===== src/rtl/mips_mc_ctrl.sv =====
// mips_mc_ctrl: multicycle MIPS control FSM with memory handshake stalls.
// Optional ADDI support (ADDIEX/ADDIWB states) is enabled by defining MIPS_MC_CTRL_ADDI_EN.
module mips_mc_ctrl (
  input  logic       clock,
  input  logic       reset,
  input  logic [5:0] Op,
  input  logic       MemReady,
  output logic [1:0] ALUOp,
  output logic       ALUSrcA,
  output logic [1:0] ALUSrcB,
  output logic       PCWrite,
  output logic       PCWriteCond,
  output logic [1:0] PCSource,
  output logic       IorD,
  output logic       MemRead,
  output logic       MemWrite,
  output logic       IRWrite,
  output logic       RegDst,
  output logic       RegWrite,
  output logic       MemtoReg,
  output logic [3:0] State,
  output logic       IllegalOp
);
  localparam logic [3:0] FETCH  = 4'd0;
  localparam logic [3:0] DECODE = 4'd1;
  localparam logic [3:0] MEMADR = 4'd2;
  localparam logic [3:0] MEMRD  = 4'd3;
  localparam logic [3:0] MEMWB  = 4'd4;
  localparam logic [3:0] MEMWR  = 4'd5;
  localparam logic [3:0] EXEC   = 4'd6;
  localparam logic [3:0] RTWB   = 4'd7;
  localparam logic [3:0] BRANCH = 4'd8;
  localparam logic [3:0] JUMP   = 4'd9;
  localparam logic [3:0] ADDIEX = 4'd10;
  localparam logic [3:0] ADDIWB = 4'd11;
`ifdef MIPS_MC_CTRL_ADDI_EN
  localparam logic ADDI = 1'b1;
`else
  localparam logic ADDI = 1'b0;
`endif
  logic [3:0] state_q, state_d;
  assign State = state_q;
  always_ff @(posedge clock or posedge reset)
    if (reset) state_q <= FETCH;
    else       state_q <= state_d;
  always_comb begin
    state_d     = FETCH;
    ALUOp       = 2'b00;
    ALUSrcA     = 1'b0;
    ALUSrcB     = 2'b00;
    PCWrite     = 1'b0;
    PCWriteCond = 1'b0;
    PCSource    = 2'b00;
    IorD        = 1'b0;
    MemRead     = 1'b0;
    MemWrite    = 1'b0;
    IRWrite     = 1'b0;
    RegDst      = 1'b0;
    RegWrite    = 1'b0;
    MemtoReg    = 1'b0;
    IllegalOp   = 1'b0;
    case (state_q)
      FETCH: begin
        MemRead = 1'b1;
        ALUSrcB = 2'b01;
        IRWrite = MemReady & ~reset;
        PCWrite = MemReady & ~reset;
        state_d = MemReady ? DECODE : FETCH;
      end
      DECODE: begin
        ALUSrcB   = 2'b11;
        state_d   = (Op == 6'h00) ? EXEC :
                    (Op == 6'h23 || Op == 6'h2B) ? MEMADR :
                    (Op == 6'h04) ? BRANCH :
                    (Op == 6'h02) ? JUMP :
                    (ADDI && Op == 6'h08) ? ADDIEX : FETCH;
        IllegalOp = (state_d == FETCH);
      end
      MEMADR: begin
        ALUSrcA = 1'b1;
        ALUSrcB = 2'b10;
        state_d = (Op == 6'h23) ? MEMRD : MEMWR;
      end
      MEMRD: begin
        MemRead = 1'b1;
        IorD    = 1'b1;
        state_d = MemReady ? MEMWB : MEMRD;
      end
      MEMWR: begin
        MemWrite = 1'b1;
        IorD     = 1'b1;
        state_d  = MemReady ? FETCH : MEMWR;
      end
      MEMWB: begin
        RegWrite = 1'b1;
        MemtoReg = 1'b1;
      end
      EXEC: begin
        ALUSrcA = 1'b1;
        ALUOp   = 2'b10;
        state_d = RTWB;
      end
      RTWB: begin
        RegWrite = 1'b1;
        RegDst   = 1'b1;
      end
      BRANCH: begin
        ALUSrcA     = 1'b1;
        ALUOp       = 2'b01;
        PCWriteCond = 1'b1;
        PCSource    = 2'b01;
      end
      JUMP: begin
        PCWrite  = 1'b1;
        PCSource = 2'b10;
      end
`ifdef MIPS_MC_CTRL_ADDI_EN
      ADDIEX: begin
        ALUSrcA = 1'b1;
        ALUSrcB = 2'b10;
        state_d = ADDIWB;
      end
      ADDIWB: RegWrite = 1'b1;
`endif
      default: ;
    endcase
  end
endmodule


===== config.mk =====
export PLATFORM = sky130hd
export DESIGN_NAME = mips_mc_ctrl
export DESIGN_NICKNAME = d
export VERILOG_FILES = /design/src/rtl/mips_mc_ctrl.sv
export SDC_FILE = /design/constraint.sdc
export NUM_CORES = 1
export LEC_CHECK = 0
export CAP_MARGIN = 20
export CORE_MARGIN = 2
export CORE_UTILIZATION = 32
export DETAILED_ROUTE_END_ITERATION = 8
export PLACE_DENSITY = 0.71
export SYNTH_ARGS = -nofsm -noshare
export SYNTH_HDL_FRONTEND = slang
export SYNTH_SLANG_ARGS = --single-unit

===== constraint.sdc =====
create_clock -name clock -period 1.3 [get_ports clock]
set_input_delay 0.13 -clock clock [delete_from_list [all_inputs] [get_ports clock]]
set_output_delay 0.13 -clock clock [all_outputs]
set_load 0.01 [all_outputs]

==> impl_metrics.toml, run 1 <==
[outcome]
outcome = "finished with violations"
violations = "setup timing"

[synth]
ys_warn_count = 0
synth_cells = 68
syn_nets = 77
synth_ff_type = "dfrtp_1"
synth_top_area_cell = "dfrtp_1"
synthTopCellsByArea = "dfrtp_1, nand2b_1, nor3_1, nor2_1, nand2_1"
synth_commonest_cells = "nor2_1, nor3_1, nand2_1, nand2b_1, dfrtp_1"
yosysTopAreaCellShare_pct = 20.0
synth_area_sq_um = 500
async_reset_ff_share_pct = 100
syn_avg_cell_area_sq_um = 7.36
synth-seq-cells = 4
synth.yosys.seq_area_share_pct = 20.0
ys_types = 32
post-synth-top-count-cell = "nor2_1"
synth_edf_count = 0

[clocking]
cts-htree-levels = 1
cts-root-buf = "clkbuf_4"
cts.clk_slew.worst_paths_ns = 0.05
clock-sinks = 4
clock_path_buffers = 2
cts_buffers = 3
cts_tree = "yes"
worstSkewPairLatency_ns = 0.24

[layout]
nets = 146
final_cell_area_sq_um = 1320
area_growth_pct = 165
fill_cells = 79
drive_gt1_share_pct = 67.6
largest_register_ffs = 4
final_core_util_pct = 88.9
diodes = 0

[timing]
setup_viol_count_final = 21
relSlewSlack_pct = 73.7
rsz0062_at_grt = "true"
fin_skew_ns = 0.00681
finalHoldViolCount = 0
final-max-slew-violation-count = 0
worst_slew_pin_slew_ns = 0.385
fin_ws_ns = -0.377
min_period_ns = 1.68
post-route-period-util_pct = 129
max_freq_mhz = 596

[drt]
viasPerCell = 5.53
wire_per_inst_microns = 18.9
antenna_left = 0
vias = 841
dr.first_iter.drc_count = 16
wirelength_microns = 2880
firstDrtPassIters = 4
drc_errors = 0

[critical_path]
cp.arrival_ns = 1.82
cp_cell_sequence = "or4b_4 -> buf_6 -> nor3_4 -> nand2_1 -> o221ai_2"
worst_path_largest_cell_delay_ns = 0.56
crit_required_ns = 1.45
crit_type = "reg2reg"
path_max_fanout = 3
critPathLaunchType = "flip-flop"
end_kind = "flip-flop"
crit_slowest_cell = "or4b_4"

[grt]
grt_overflow = 0
grt_pass1_wl_microns = 3740
antenna_found_initial = 0
grt_pass1_vias = 842
grt.total_usage_pct = 26.7
grt_max_degree = 10

[power]
ir_drop_mv = 0.557
seqPwrFrac_pct = 19.2
power.internal_uw = 472
p_leak_uw = 0.000568
p_switching_uw = 268
p_sw_share_pct = 36.2
p_comb_share_pct = 56.1
power_density_nw_per_um2 = 559
total_power_uw = 740
power.share.clock_pct = 24.7

[place]
gp_congestion = 0.780
portBuffers = 29
dp_worst_setup_slack_ns = -0.588
dpl.hpwl_microns = 1400
dpl_cell_area_sq_um = 981

[floorplan]
die_area_sq_um = 1900
coreArea_sq_um = 1490
fp-row-count = 14
ioPinCount = 30
die_h_microns = 43.5
die_x_microns = 43.5
start_util_pct = 33.6

[worst_hold_path]
min_path_type = "in2async"

[flow_run]
maxCapViolCount = 0
[worst paths after layout]
kind | from | slack, ns | endpoint | cells past startpoint
max in group asynchronous | reset | 0.83 | State[2] | 3
max reg2reg | State[1] | -0.38 | State[2] | 5
min | reset | 0.34 | State[0] | 3
max | State[1] | -0.38 | State[2] | 5
min reg2reg | State[3] | 0.76 | State[2] | 3
min in group clock | Op[4] | 0.66 | State[3] | 3
[area by class of cell]
type,instances,area (sq um),share of cell area [%]
Clock buffer,4,26.3,1.98
Timing Repair Buffer,69,621,46.9
Sequential cell,4,104,7.85
Tap cell,16,20.0,1.51
Inverter,1,3.75,0.284
Multi-Input combinational cell,58,549,41.5
[worst max-delay path: cells and delay by family, from the launching register on]
| family | cells | cell delay (ns) |
|---|---|---|
| DFF | 1 | 0.42 |
| and+or+nand+nor | 3 | 0.81 |
| buffers and inverters | 1 | 0.15 |
| AOI/OAI and AO/OA | 1 | 0.19 |
[cells by family after synthesis]
kind of cell	count (synthesis)	share of synthesized area (%)
and+or+nand+nor	44	51.0
xor gates and xnor gates	1	1.75
muxes	1	2.00
AOI/OAI and AO/OA	12	19.7
DFF	4	20.0
buffers and inverters	6	5.50
[power by group through the flow]
stage	logic, uW	registers (uW)	clock network (uW)
floorplan	117	146	0
global placement	280	140	0
detailed placement	286	140	0
CTS	314	141	175
global route	430	143	199
finish	415	142	183
[timing repair]
item                                    in CTS  in global routing
hold buffers                                 0                  0
gates cloned                                 0                  0
endpoints found under the hold margin        0                  0
gates resized for setup                     97                 33
endpoints found under the setup margin      25                 24
pin swaps                                    8                  6
buffers inserted                            11                  5
[layer usage]
metal  vias to the layer above  part of all wire, %  GRT usage [%]
met5                         -                    0              0
met3                         7                  4.8           5.00
met4                         0                  2.7           12.7
li1                        388                    -              -
met1                       406                   36           26.2
met2                        40                   57           52.1
[stage by stage]
stage	hold slack, ns	instances	setup TNS, ns
2_1_floorplan	-0.0987	68	-0.521
3_3_place_gp	0.443	132	-6.14
3_5_place_dp	0.473	132	-6.61
4_1_cts	0.238	147	-3.73
5_1_grt	0.313	152	-5.53
6_report	0.342	152	-4.50
[cells in the final DEF (no fill, tap or decap), drive strengths merged]
cell / n
nand3: 3
a41o: 1
clkdlybuf4s15: 2
clkbuf: 6
or4b: 1
clkdlybuf4s50: 8
nor3b: 3
mux2i: 1
dlygate4sd2: 1
a21oi: 2
and3: 1
or3: 1
dfrtp: 4
nand3b: 1
o221ai: 2
a221oi: 1
nor4b: 1
nor2b: 1
xnor2: 1
inv: 1
nor2: 9
o21ai: 3
or4: 1
nand2: 6
or2b: 1
o21a: 1
nor3: 8
nand2b: 6
buf: 56
a2111oi: 2
and4: 1
(Power assumes the default switching activity.)
==> inputs of run 2 (changes only) <==
--- a/config.mk
+++ b/config.mk
@@ -9,7 +9,7 @@
 export CORE_MARGIN = 2
 export CORE_UTILIZATION = 32
 export DETAILED_ROUTE_END_ITERATION = 8
-export PLACE_DENSITY = 0.71
+export PLACE_DENSITY = 0.73
 export SYNTH_ARGS = -nofsm -noshare
 export SYNTH_HDL_FRONTEND = slang
 export SYNTH_SLANG_ARGS = --single-unit
==> run 2 against run 1 <==
Compared with the run above:
- the run still ends with setup timing left
- die area unchanged
- cell count up 1.3%
- non-clock buffer count rose by 2
- first-iteration DRC count increased by 81%
- wire length is 15% lower
- total power is 5.8% lower
- combinational power is 9.6% lower
- core utilization shrank 4.5 points
- clock power decreased by 2%
- count of clock-buffer cells in the layout did not move
- sequential share of layout area increased by 0.42 points
- hold slack got worse by 0.046 ns
- critical endpoint unchanged
- largest cell class unchanged
- highest routed layer unchanged
==> impl_metrics.toml, run 2 (synthesized netlist as in run 1, its figures left out) <==
[outcome]
outcome = "finished with violations"
violations = "setup timing"

[layout]
final_core_util_pct = 84.4
diodes = 0
mostFrequentLayoutCells = "buf_4, buf_2, buf_6"
fill_cells = 88
final_cells = 154
largest_register_ffs = 4
nets = 148
layout_commonest_cell = "buf_4"
drive_gt1_share_pct = 64.5
area_growth_pct = 151
final_cell_area_sq_um = 1260

[drt]
antenna_left = 0
vias = 843
wire_per_inst_microns = 15.9
drc_errors = 0
viasPerCell = 5.47
firstDrtPassIters = 4
wirelength_microns = 2440
dr.first_iter.drc_count = 29

[critical_path]
crit_type = "reg2reg"
cp_cell_sequence = "or4b_4 -> buf_6 -> nor3_4 -> nand2_1 -> o221ai_2"
critPathLaunchType = "flip-flop"
worst_path_largest_cell_delay_ns = 0.57
crit_required_ns = 1.44
path_max_fanout = 3
cp.arrival_ns = 1.80
end_kind = "flip-flop"
crit_family = "simple AND/OR/NAND/NOR gates"
crit_slowest_cell = "or4b_4"
crit_buf_inv = 1

[timing]
fin_ws_ns = -0.354
max_freq_mhz = 605
setup_viol_count_final = 21
finalHoldViolCount = 0
worst_slew_pin_slew_ns = 0.379
min_period_ns = 1.65
fin_skew_ns = 0.00866
relSlewSlack_pct = 74.7
post-route-period-util_pct = 127
final-max-slew-violation-count = 0
rsz0062_at_grt = "true"

[grt]
grt_pass1_wl_microns = 3610
grt.total_usage_pct = 24.9
antenna_found_initial = 0
grt_overflow = 0
grt_max_degree = 12
grt_pass1_vias = 803

[power]
p_sw_share_pct = 34.7
total_power_uw = 696
power.internal_uw = 455
p_leak_uw = 0.000571
ir_drop_mv = 0.528
seqPwrFrac_pct = 20.5
power_density_nw_per_um2 = 554
p_comb_share_pct = 53.8
p_switching_uw = 242
power.share.clock_pct = 25.6

[place]
dp_worst_setup_slack_ns = -0.606
dpl.hpwl_microns = 1310
gp_congestion = 0.740
portBuffers = 29
dpl_cell_area_sq_um = 1000
placedCellCount = 135

[clocking]
cts_buffers = 3
cts_tree = "yes"
clock_path_buffers = 2
cts_hold_buf = 0
cts.clk_slew.worst_paths_ns = 0.04
cts-htree-levels = 1
worstSkewPairLatency_ns = 0.25
cts-root-buf = "clkbuf_4"
clock-sinks = 4

[floorplan]
fp-row-count = 14
start_util_pct = 33.6
die_h_microns = 43.5
die_area_sq_um = 1900
ioPinCount = 30
die_x_microns = 43.5
coreArea_sq_um = 1490

[worst_hold_path]
min_path_type = "in2async"

[flow_run]
maxCapViolCount = 0
-- run 2: per-layer routing --
metal	track usage, %	up-vias	routed length [microns]	share of wire (%)
met1	27.9	401	907	37
met5	0	-	0	0
met4	9.09	0	31	1.3
met3	2.50	4	154	6.3
li1	-	397	-	-
met2	47.4	41	1350	55
-- run 2: worst paths after layout --
path                       endpoint  cells past startpoint     start  slack (ns)
max in group asynchronous  State[2]                      3     reset        0.88
min reg2reg                State[3]                      4  State[2]        0.78
max reg2reg                State[2]                      5  State[2]       -0.35
min in group clock         State[3]                      3     Op[4]        0.66
min                        State[0]                      3     reset        0.30
max                        State[2]                      5  State[2]       -0.35
-- run 2: power groups by stage --
stage               Clock, uW  Combinational [uW]  Sequential, uW
global placement            0                 283             142
detailed placement          0                 287             142
floorplan                   0                 117             146
finish                    179                 375             143
global route              195                 396             143
CTS                       180                 333             142
-- run 2: area by class of cell --
class | instances | area (sq um) | share of cell area [%]
Timing Repair Buffer | 71 | 577 | 45.9
Multi-Input combinational cell | 58 | 526 | 41.8
Sequential cell | 4 | 104 | 8.27
Clock buffer | 4 | 26.3 | 2.09
Tap cell | 16 | 20.0 | 1.59
Inverter | 1 | 3.75 | 0.299
-- run 2: through the flow --
step                      TNS [ns]  hold WS, ns
after global routing         -5.95        0.294
after global placement       -6.80        0.442
after detailed placement     -7.05        0.450
after floorplan             -0.521      -0.0987
final                        -4.87        0.296
after CTS                    -4.02        0.214
-- run 2: worst register-to-register path: stages (launching register included) --
cell and delay, ns:
dfrtp_2 0.40, or4b_4 0.57, buf_6 0.14, nor3_4 0.15, nand2_1 0.10, o221ai_2 0.19
-- run 2: repair_timing --
action / in CTS / in global routing
buffers inserted: 12 / 3
cloned: 0 / 0
hold endpoints to repair: 0 / 0
endpoints found under the setup margin: 24 / 22
gates resized for setup: 100 / 12
pin swaps: 12 / 6
